## src/rtl/bpu_pkg.sv

```systemverilog
// Shared types and helpers for the bimodal branch predictor:
// 2-bit saturating counter encoding and its increment/decrement rules.
package bpu_pkg;

    typedef logic [1:0] ctr_t;

    localparam ctr_t SNT       = 2'b00;
    localparam ctr_t WNT       = 2'b01;
    localparam ctr_t WT        = 2'b10;
    localparam ctr_t ST        = 2'b11;
    localparam ctr_t RESET_CTR = WNT;

    function automatic ctr_t sat_inc(input ctr_t c);
        return (c == ST) ? ST : ctr_t'(c + 2'd1);
    endfunction

    function automatic ctr_t sat_dec(input ctr_t c);
        return (c == SNT) ? SNT : ctr_t'(c - 2'd1);
    endfunction

endpackage

```

## src/rtl/bpu_bht.sv

```systemverilog
// Branch history table: 2**IDX_BITS saturating counters, one combinational
// read port and one clocked train port (taken -> increment, else decrement).
module bpu_bht
    import bpu_pkg::*;
#(
    parameter int IDX_BITS = 6
) (
    input  logic                CLK,
    input  logic                RESET,
    input  logic [IDX_BITS-1:0] rd_idx_i,
    output ctr_t                rd_ctr_o,
    input  logic                wr_en_i,
    input  logic [IDX_BITS-1:0] wr_idx_i,
    input  logic                wr_taken_i
);

    localparam int DEPTH = 2 ** IDX_BITS;

    ctr_t ctr_q [DEPTH];
    ctr_t ctr_d [DEPTH];

    genvar gi;
    generate
        for (gi = 0; gi < DEPTH; gi++) begin : g_ctr
            assign ctr_d[gi] = (wr_en_i && (wr_idx_i == IDX_BITS'(gi)))
                             ? (wr_taken_i ? sat_inc(ctr_q[gi]) : sat_dec(ctr_q[gi]))
                             : ctr_q[gi];
        end
    endgenerate

    // Counters need a defined reset value, so this stays in flops rather than RAM.
    always_ff @(posedge CLK or posedge RESET) begin
        if (RESET) begin
            for (int i = 0; i < DEPTH; i++) begin
                ctr_q[i] <= RESET_CTR;
            end
        end else begin
            ctr_q <= ctr_d;
        end
    end

    // Read sees the pre-update value when the same entry trains this cycle.
    assign rd_ctr_o = ctr_q[rd_idx_i];

endmodule

```

## src/rtl/branch_prediction_unit.sv

```systemverilog
// Bimodal branch predictor and flush controller for the PC select mux.
// Define BPU_STATS_EN to build the resolved-branch / mispredict counters.
module branch_prediction_unit
    import bpu_pkg::*;
#(
    parameter int IDX_BITS   = 6,
    parameter int STAT_WIDTH = 32
) (
    input  logic                  CLK,
    input  logic                  RESET,
    input  logic                  ID_IS_BRANCH,
    input  logic [31:0]           ID_PC,
    input  logic                  STALL,
    input  logic                  EX_BRANCH_TAKEN,
    output logic                  TAKE_BRANCH,
    output logic                  FLUSH,
    output logic                  EARLY_PREDICTION,
    output logic [STAT_WIDTH-1:0] BRANCH_COUNT,
    output logic [STAT_WIDTH-1:0] MISPREDICT_COUNT
);

    logic [IDX_BITS-1:0] id_idx;
    ctr_t                id_ctr;
    logic                resolve;

    logic                ex_valid_q, ex_valid_d;
    logic                ex_pred_q,  ex_pred_d;
    logic [IDX_BITS-1:0] ex_idx_q,   ex_idx_d;

    logic unused_pc_bits;
    assign unused_pc_bits = ^{ID_PC[31:IDX_BITS+2], ID_PC[1:0]};

    assign id_idx = ID_PC[IDX_BITS+1:2];

    bpu_bht #(
        .IDX_BITS (IDX_BITS)
    ) u_bht (
        .CLK        (CLK),
        .RESET      (RESET),
        .rd_idx_i   (id_idx),
        .rd_ctr_o   (id_ctr),
        .wr_en_i    (resolve),
        .wr_idx_i   (ex_idx_q),
        .wr_taken_i (EX_BRANCH_TAKEN)
    );

    assign TAKE_BRANCH      = ID_IS_BRANCH & id_ctr[1];
    assign FLUSH            = ex_valid_q & (EX_BRANCH_TAKEN ^ ex_pred_q);
    assign EARLY_PREDICTION = ex_valid_q & ex_pred_q;

    // A mispredicted branch leaves EX even under stall, so it trains exactly once.
    assign resolve = ex_valid_q & (FLUSH | ~STALL);

    always_comb begin
        ex_valid_d = ex_valid_q;
        ex_pred_d  = ex_pred_q;
        ex_idx_d   = ex_idx_q;
        if (FLUSH) begin
            ex_valid_d = 1'b0;
        end else if (!STALL) begin
            ex_valid_d = ID_IS_BRANCH;
            ex_pred_d  = TAKE_BRANCH;
            ex_idx_d   = id_idx;
        end
    end

    always_ff @(posedge CLK or posedge RESET) begin
        if (RESET) begin
            ex_valid_q <= 1'b0;
            ex_pred_q  <= 1'b0;
            ex_idx_q   <= '0;
        end else begin
            ex_valid_q <= ex_valid_d;
            ex_pred_q  <= ex_pred_d;
            ex_idx_q   <= ex_idx_d;
        end
    end

`ifdef BPU_STATS_EN
    logic [STAT_WIDTH-1:0] branch_cnt_q, branch_cnt_d;
    logic [STAT_WIDTH-1:0] mispred_cnt_q, mispred_cnt_d;

    always_comb begin
        branch_cnt_d  = branch_cnt_q;
        mispred_cnt_d = mispred_cnt_q;
        if (resolve && !(&branch_cnt_q)) begin
            branch_cnt_d = branch_cnt_q + 1'b1;
        end
        if (resolve && FLUSH && !(&mispred_cnt_q)) begin
            mispred_cnt_d = mispred_cnt_q + 1'b1;
        end
    end

    always_ff @(posedge CLK or posedge RESET) begin
        if (RESET) begin
            branch_cnt_q  <= '0;
            mispred_cnt_q <= '0;
        end else begin
            branch_cnt_q  <= branch_cnt_d;
            mispred_cnt_q <= mispred_cnt_d;
        end
    end

    assign BRANCH_COUNT     = branch_cnt_q;
    assign MISPREDICT_COUNT = mispred_cnt_q;
`else
    assign BRANCH_COUNT     = '0;
    assign MISPREDICT_COUNT = '0;
`endif

endmodule
```

## config.mk

```make
export PLATFORM = sky130hd
export DESIGN_NAME = branch_prediction_unit
export DESIGN_NICKNAME = d
export VERILOG_FILES = /design/src/rtl/bpu_pkg.sv /design/src/rtl/bpu_bht.sv /design/src/rtl/branch_prediction_unit.sv
export SDC_FILE = /design/constraint.sdc
export NUM_CORES = 1
export LEC_CHECK = 0
export BUFFER_PORTS_ARGS = -buffer_cell sky130_fd_sc_hd__buf_2
export CAP_MARGIN = 15
export CORE_MARGIN = 5
export CORE_UTILIZATION = 50
export CTS_BUF_LIST = sky130_fd_sc_hd__clkbuf_4 sky130_fd_sc_hd__clkbuf_8 sky130_fd_sc_hd__clkbuf_16
export CTS_CLUSTER_DIAMETER = 100
export DETAILED_ROUTE_END_ITERATION = 7
export GPL_ROUTABILITY_DRIVEN = 0
export HOLD_SLACK_MARGIN = 0.03
export PLACE_DENSITY_LB_ADDON = 0.05
export SLEW_MARGIN = 0
export SYNTH_ARGS = -nofsm -noshare
export SYNTH_HDL_FRONTEND = slang
export SYNTH_HIERARCHICAL = 1
export SYNTH_SLANG_ARGS = --single-unit
```

## constraint.sdc

```tcl
create_clock -name CLK -period 4.75 [get_ports CLK]
set_input_delay 0.475 -clock CLK [delete_from_list [all_inputs] [get_ports CLK]]
set_output_delay 0.475 -clock CLK [all_outputs]
set_load 0.02 [all_outputs]
```

==> flow_summary.yaml, run 1 <==
run_status:
  status: "finished, final reports clean"
cts:
  root_buffer: "clkbuf_16"
  clkTransAtPathRegs_ns: 0.06
  postCtsSetupRepairBufs: 0
  clockBufferDepth: 2
  cts_tree: "yes"
  clock_sinks: 136
  cts_resized: 0
  htree_levels: 4
  cts-buffers-inserted: 17
  clk_latency_ns: 0.42
timing:
  maxSlewHeadroom_pct: 26.7
  hold_viol: 0
  finalSetupViolations: 0
  finalMaxSlewViolations: 0
  clock_skew_ns: 0.00657
  tightest_slew_ns: 1.10
  min_period_over_period_pct: 65.4
  period_minus_slack_ns: 3.11
  setup_tns_ns: 0
  timing.fmax_mhz: 322
  grt_setup_unrepaired: "no"
layout:
  syn2layout_area_growth_pct: 5.16
  layout.nets: 880
  drive_above_1_share_pct: 17.7
  n_antenna_cell: 0
  final_area_sq_um: 8440
floorplan:
  initial_utilization_pct: 50.7
  die_w_um: 137
  die_h_um: 137
  dieArea_sq_um: 18700
  ios: 104
  core-area_sq_um: 15800
  rows: 46
pwr:
  power_density_nw_per_um2: 430
  ir_drop_mv: 0.281
  power.leakage_nw: 3.30
global_routing:
  grt_max_degree: 143
  antenna_found_initial: 0
  gr-usage-all-layers_pct: 20.1
  grt_pass1_wl_mm: 29.9
  grt_pass1_vias: 6028
  gr-total-overflow: 0
drt:
  routed_wl_mm: 18.7
  dr.pass1.iters: 6
  drc: 0
  antenna_left: 0
  dr_total_vias: 6495
  wl_per_cell_um: 17.4
  drt_iter0_drc: 467
  vias_per_cell: 6.06
worst_hold_path:
  hold_class: "primary input to flip-flop"
setup_path:
  path_delay_family: "compound AO/OA/AOI/OAI gates"
  cp_num_buf_inv: 2
  crit_top_cell: "buf_2"
  path_class: "primary input to output pin"
  crit_required_ns: 4.28
  end_kind: "output pin"
  crit_path_max_fanout: 18
  path_cells: "buf_2, mux4_1, a22oi_1, o311ai_0, a32o_1, and2_1, buf_2"
  arrival_ns: 2.63
  slowest_delay_ns: 0.64
  critPathSlowestCell: "mux4_1"
  startpoint_type: "primary input"
placement:
  port_buffers: 13
  placedInstanceArea_sq_um: 7840
  dp_hpwl_mm: 11.6
synth:
  synthCells: 883
  yosysWarnings: 6
  syn_area_sq_um: 8030
  synth.avg_cell_area_sq_um: 9.09
run:
  drv_cap: 0
## cell type report
type | instances | area [sq um]
well taps | 216 | 270
inverters | 69 | 262
repair buffers | 20 | 146
clock inverters | 8 | 72.6
multi-input cells | 599 | 3720
fillers | 1455 | 7390
clock buffers | 23 | 489
flip-flops and latches | 136 | 3480
## where the power goes
part           switching, W  internal (W)  total [W]
Combinational      0.000517      0.000194   0.000711
Sequential         0.000113       0.00155    0.00166
Clock              0.000480      0.000771    0.00125
## final timing paths
check	startpoint	endpoint	slack (ns)	cells past startpoint
setup / recovery	ID_PC[3]	TAKE_BRANCH	1.64	7
hold / removal	ID_IS_BRANCH	ex_valid_q	0.35	3
setup reg to reg	ex_pred_q	u_bht/ctr_q[39]	2.34	6
hold reg to reg	u_bht/ctr_q[88]	u_bht/ctr_q[88]	0.52	2
max in group asynchronous	RESET	u_bht/ctr_q[35]	2.90	5
min in group asynchronous	RESET	u_bht/ctr_q[101]	0.57	3
## cell usage in the layout (no fill, tap or decap), drive strengths merged, types with 4 or more instances in the layout
| cell type | instances |
|---|---|
| a21oi | 65 |
| a31oi | 64 |
| and2 | 4 |
| and4b | 4 |
| and4bb | 6 |
| buf | 19 |
| clkbuf | 23 |
| clkinv | 4 |
| conb | 64 |
| dfrtp | 72 |
| dfstp | 64 |
| inv | 69 |
| mux2 | 7 |
| mux4 | 15 |
| nand2 | 67 |
| nor2 | 8 |
| nor2b | 4 |
| nor4b | 4 |
| o2111ai | 63 |
| o21ai | 192 |
## state kept, by name, summed over array words and instances, names as in the netlist
signal	cells
ex_valid_q	1
ex_idx_q	6
u_bht/ctr_q	128
ex_pred_q	1
## per-stage QoR
stage	total power (W)	cells	setup WS (ns)	utilization (%)	hold WS, ns
final	0.00363	1071	1.64	53.3	0.349
after global routing	0.00383	1071	1.56	53.3	0.352
after CTS	0.00365	1070	1.64	53.1	0.335
after detailed placement	0.00238	1038	1.61	49.5	0.469
after global placement	0.00232	1038	1.60	49.5	0.460
after floorplan	0.00226	946	0.968	-	0.291
## metal layers
layer | global-route usage [%] | wire (um) | vias to the layer above
met2 | 32.7 | 9130 | 176
met4 | 6.94 | 315 | 0
li1 | - | - | 3049
met1 | 26.9 | 8430 | 3244
met3 | 3.97 | 804 | 26
met5 | 0 | 0 | -
## what timing repair did
action,in CTS,in global routing
hold endpoints to repair,8,0
hold buffers,1,0
setup endpoints to repair,0,0
## worst register-to-register path, delay by kind of cell, from the launching register on
kind            cells  cell delay (ns)
compound gates      3             0.56
xor+xnor            1             0.28
flops               1             0.42
simple gates        2             1.02
(Power assumes the default switching activity.)
==> run 2: changes to the inputs <==
--- a/config.mk
+++ b/config.mk
@@ -5,6 +5,7 @@
 export SDC_FILE = /design/constraint.sdc
 export NUM_CORES = 1
 export LEC_CHECK = 0
+export ABC_AREA = 1
 export BUFFER_PORTS_ARGS = -buffer_cell sky130_fd_sc_hd__buf_2
 export CAP_MARGIN = 15
 export CORE_MARGIN = 5
==> constraint.sdc (replaced) <==
create_clock -name CLK -period 2.77 [get_ports CLK]
set_input_delay 0.277 -clock CLK [delete_from_list [all_inputs] [get_ports CLK]]
set_output_delay 0.277 -clock CLK [all_outputs]
set_load 0.02 [all_outputs]
==> flow_summary.yaml, run 2 <==
cts:
  postCtsSetupRepairBufs: 0
  clkTransAtPathRegs_ns: 0.06
  clockBufferDepth: 2
  cts-buffers-inserted: 17
  htree_levels: 4
  root_buffer: "clkbuf_16"
  cts_tree: "yes"
  clk_latency_ns: 0.42
  clock_sinks: 136
layout:
  final_cells: 1282
  syn2layout_area_growth_pct: 7.17
  layout_common_cells: "242 x nand2_1, 160 x nor2_1, 121 x o21ai_0"
  layout.nets: 1090
  top_register: "u_bht/ctr_q"
  reg_top3: "u_bht/ctr_q (128), ex_idx_q (6)"
  n_antenna_cell: 0
  drive_above_1_share_pct: 13.9
  final_common_cell: "nand2_1"
  largest_reg_flops: 128
setup_path:
  path_class: "flip-flop to flip-flop"
  startpoint_type: "flip-flop"
  path_cells: "nand2_1, nand2_1, nand2_2, a21boi_0, buf_4, inv_1, nor2_1, nand2_1, inv_1, nand3_1, o21ai_0"
  slowest_delay_ns: 0.46
  cp_num_buf_inv: 3
  crit_top_cell: "nand2_1"
  crit_path_max_fanout: 14
  crit_required_ns: 3.10
  path_delay_family: "simple AND/OR/NAND/NOR gates"
  arrival_ns: 2.71
  critPathSlowestCell: "nand2_1"
  end_kind: "flip-flop"
drt:
  routed_wl_mm: 17.8
  dr_total_vias: 6571
  wl_per_cell_um: 13.9
  vias_per_cell: 5.13
  dr.pass1.iters: 5
  antenna_left: 0
  drt_iter0_drc: 493
  drc: 0
timing:
  setup_tns_ns: 0
  min_period_over_period_pct: 86.1
  finalSetupViolations: 0
  tightest_slew_ns: 0.770
  grt_setup_unrepaired: "no"
  hold_viol: 0
  timing.fmax_mhz: 420
  period_minus_slack_ns: 2.38
  maxSlewHeadroom_pct: 48.6
  clock_skew_ns: 0.00827
  finalMaxSlewViolations: 0
synth:
  synth.avg_cell_area_sq_um: 7.47
  yosysWarnings: 6
  synthCells: 1059
  syn_area_sq_um: 7910
pwr:
  power_density_nw_per_um2: 792
  ir_drop_mv: 0.495
  power.leakage_nw: 3.71
global_routing:
  antenna_found_initial: 1
  gr-total-overflow: 0
  grt_max_degree: 129
  grt_pass1_vias: 5807
  gr-usage-all-layers_pct: 20.4
  grt_pass1_wl_mm: 29.3
floorplan:
  initial_utilization_pct: 50.3
  dieArea_sq_um: 18400
  ios: 104
  die_h_um: 136
  die_w_um: 136
  rows: 46
  core-area_sq_um: 15700
placement:
  dp_hpwl_mm: 11.5
  dpl.cell_count: 1249
  port_buffers: 13
run_status:
  status: "finished, final reports clean"
worst_hold_path:
  hold_class: "primary input to flip-flop"
run:
  drv_cap: 0
[run 2: cell type report]
type	instances	area, sq um
clock inverters	8	95.1
clock buffers	24	503
well taps	216	270
repair buffers	23	183
inverters	90	344
fillers	1529	7240
flip-flops and latches	136	3480
multi-input cells	785	3600
[run 2: final timing paths]
| kind | startpoint | slack [ns] | depth (start not counted) | to |
|---|---|---|---|---|
| setup / recovery | ex_valid_q | 0.39 | 11 | u_bht/ctr_q[110] |
| setup reg to reg | ex_valid_q | 0.39 | 11 | u_bht/ctr_q[110] |
| min in group asynchronous | RESET | 0.38 | 3 | ex_valid_q |
| hold reg to reg | u_bht/ctr_q[116] | 0.50 | 2 | u_bht/ctr_q[116] |
| max in group asynchronous | RESET | 1.58 | 4 | u_bht/ctr_q[109] |
| hold / removal | ID_IS_BRANCH | 0.10 | 3 | ex_valid_q |
[run 2: layer usage]
| layer | part of all wire [%] | track usage, % | up-vias |
|---|---|---|---|
| li1 | - | - | 3348 |
| met4 | 1.7 | 6.94 | 2 |
| met2 | 46 | 31.7 | 151 |
| met1 | 46 | 28.1 | 3048 |
| met5 | 0.062 | 0 | - |
| met3 | 5.9 | 4.57 | 22 |
[run 2: worst reg2reg max path: cells and delay by family, from the launching register on]
kind | cells | cell delay [ns]
and+or+nand+nor | 6 | 0.99
buffers and inverters | 3 | 0.47
AOI/OAI and AO/OA | 2 | 0.46
DFF | 1 | 0.38
[run 2: where the power goes]
part,internal (W),total (W),switching (W)
clock,0.00144,0.00230,0.000857
sequential,0.00265,0.00307,0.000425
combinational,0.000518,0.00134,0.000824
total,0.00461,0.00671,0.00211
[run 2: timing repair]
item | in CTS | in global routing
hold endpoints to repair | 8 | 0
hold buffers | 1 | 0
resized for setup | 0 | 0
[run 2: metrics by stage]
step                      util (%)  total power [W]  worst slack, ns  cell area [sq um]  hold slack, ns
final                         53.9          0.00671            0.386               8480           0.104
after global routing          53.9          0.00718           0.0783               8480           0.104
after CTS                     53.9          0.00677            0.350               8480          0.0899
after detailed placement      50.1          0.00444            0.371               7870           0.275
after global placement        50.1          0.00441            0.417               7870           0.275
after floorplan                  -          0.00416            0.905               8150          0.0927
==> run 3: changes to the inputs <==
==> constraint.sdc (replaced) <==
create_clock -name CLK -period 2.3 [get_ports CLK]
set_input_delay 0.23 -clock CLK [delete_from_list [all_inputs] [get_ports CLK]]
set_output_delay 0.23 -clock CLK [all_outputs]
set_load 0.02 [all_outputs]
==> flow_summary.yaml, run 3 (synthesis results as in run 2) <==
cts:
  clockBufferDepth: 2
  root_buffer: "clkbuf_16"
  cts-buffers-inserted: 17
  clkTransAtPathRegs_ns: 0.05
  clock_sinks: 136
  htree_levels: 4
  postCtsSetupRepairBufs: 0
  cts_tree: "yes"
  clk_latency_ns: 0.42
layout:
  layout_common_cells: "241 x nand2_1, 160 x nor2_1, 121 x o21ai_0"
  multi_input_area_sq_um: 3600
  top_register: "u_bht/ctr_q"
  final_common_cell: "nand2_1"
  layout.nets: 1100
  seqCellArea_sq_um: 3480
  largest_reg_flops: 128
  drive_above_1_share_pct: 14.8
  n_antenna_cell: 0
  fill_cells: 1474
  syn2layout_area_growth_pct: 8.32
  reg_top3: "u_bht/ctr_q (128), ex_idx_q (6)"
run_status:
  status: "finished, final reports clean"
timing:
  clock_skew_ns: 0.00856
  timing.fmax_mhz: 494
  finalSetupViolations: 0
  hold_viol: 0
  finalMaxSlewViolations: 0
  setup_tns_ns: 0
  tightest_slew_ns: 0.568
  grt_setup_unrepaired: "no"
  min_period_over_period_pct: 87.9
  hold_ws_ns: 0.0649
  maxSlewHeadroom_pct: 62.0
  period_minus_slack_ns: 2.02
setup_path:
  end_kind: "output pin"
  arrival_ns: 1.79
  crit_path_max_fanout: 5
  startpoint_type: "flip-flop"
  path_class: "flip-flop to output pin"
  crit_required_ns: 2.07
global_routing:
  antenna_found_initial: 1
  grtUsageMet1_pct: 28.2
  grtUsageMet2_pct: 31.3
  grt_max_degree: 135
  gr-usage-all-layers_pct: 20.1
  grt_pass1_wl_mm: 29.0
  grtUsageMet3_pct: 4.68
  gr-total-overflow: 0
  top_usage_layer: "met2"
  grt_pass1_vias: 5780
drt:
  routed_wl_mm: 17.9
  dr.pass1.iters: 5
  drc: 0
  wl_per_cell_um: 13.9
  drt_iter0_drc: 463
  dr_total_vias: 6576
  vias_per_cell: 5.09
  antenna_left: 0
pwr:
  switching_share_pct: 30.9
  pwr-share-seq_pct: 45.2
  comb_power_share_pct: 20.1
  power_w: 0.00817
  power.leakage_nw: 3.77
  ir_drop_mv: 0.618
  internal_power_w: 0.00564
  p_switching_w: 0.00253
  power_density_nw_per_um2: 954
  clock_power_share_pct: 34.7
worst_hold_path:
  hold_class: "primary input to flip-flop"
run:
  drv_cap: 0
floorplan:
  ios: 104
  core-area_sq_um: 15700
  die_w_um: 136
  die_h_um: 136
  rows: 46
  initial_utilization_pct: 50.3
  dieArea_sq_um: 18400
placement:
  port_buffers: 13
  dp_hpwl_mm: 11.7
[run 3: metrics by stage]
step           utilization [%]  worst slack [ns]  cell area, sq um  std cells
2_1_floorplan                -             0.435              8150       1122
6_report                  54.5             0.277              8570       1292
5_1_grt                   54.5            0.0479              8570       1292
3_3_place_gp              50.5             0.154              7940       1259
3_5_place_dp              50.5             0.141              7940       1259
4_1_cts                   54.5             0.121              8560       1292
[run 3: routing by layer]
layer  vias to the layer above  wire length, um
met5                         -               11
met4                         2              195
met3                        19              915
met2                       141             8210
met1                      3039             8600
li1                       3375                -
[run 3: layout make-up]
| type | instances | share of cell area (%) |
|---|---|---|
| clock buffer | 23 | 5.71 |
| inverter | 90 | 4.02 |
| timing repair buffer | 33 | 3.01 |
| clock inverter | 9 | 1.43 |
| tap | 216 | 3.15 |
| multi-input combinational | 785 | 42.0 |
| sequential | 136 | 40.7 |
[run 3: worst paths after layout]
check | slack, ns | endpoint | from | cells past startpoint
max in group asynchronous | 1.34 | u_bht/ctr_q[68] | RESET | 4
hold reg to reg | 0.51 | u_bht/ctr_q[44] | u_bht/ctr_q[44] | 2
min in group asynchronous | 0.34 | ex_pred_q | RESET | 3
setup / recovery | 0.28 | TAKE_BRANCH | u_bht/ctr_q[69] | 11
setup reg to reg | 0.32 | u_bht/ctr_q[127] | ex_valid_q | 12
hold / removal | 0.06 | ex_valid_q | ID_IS_BRANCH | 3
[run 3: timing repair]
item	4_1_cts	5_1_grt
endpoints found under the hold margin	54	0
hold buffers	1	0
gates resized for setup	0	2
endpoints found under the setup margin	0	12
[run 3: power by group through the flow]
stage	clock network, W	logic, W	registers, W
final	0.00283	0.00164	0.00369
after global routing	0.00300	0.00191	0.00380
after CTS	0.00290	0.00165	0.00369
after detailed placement	0	0.00165	0.00371
after global placement	0	0.00161	0.00371
after floorplan	0	0.00144	0.00358
[run 3: critical path, cell delays in order, from the launching register on]
cell,delay (ns)
dfrtp_1,0.40
nand2_1,0.06
nand3_1,0.10
nand3_1,0.13
nand2_1,0.12
nand2_1,0.06
nand3_1,0.08
nand3_1,0.07
nand2_1,0.09
nand2_1,0.05
inv_1,0.06
buf_2,0.16
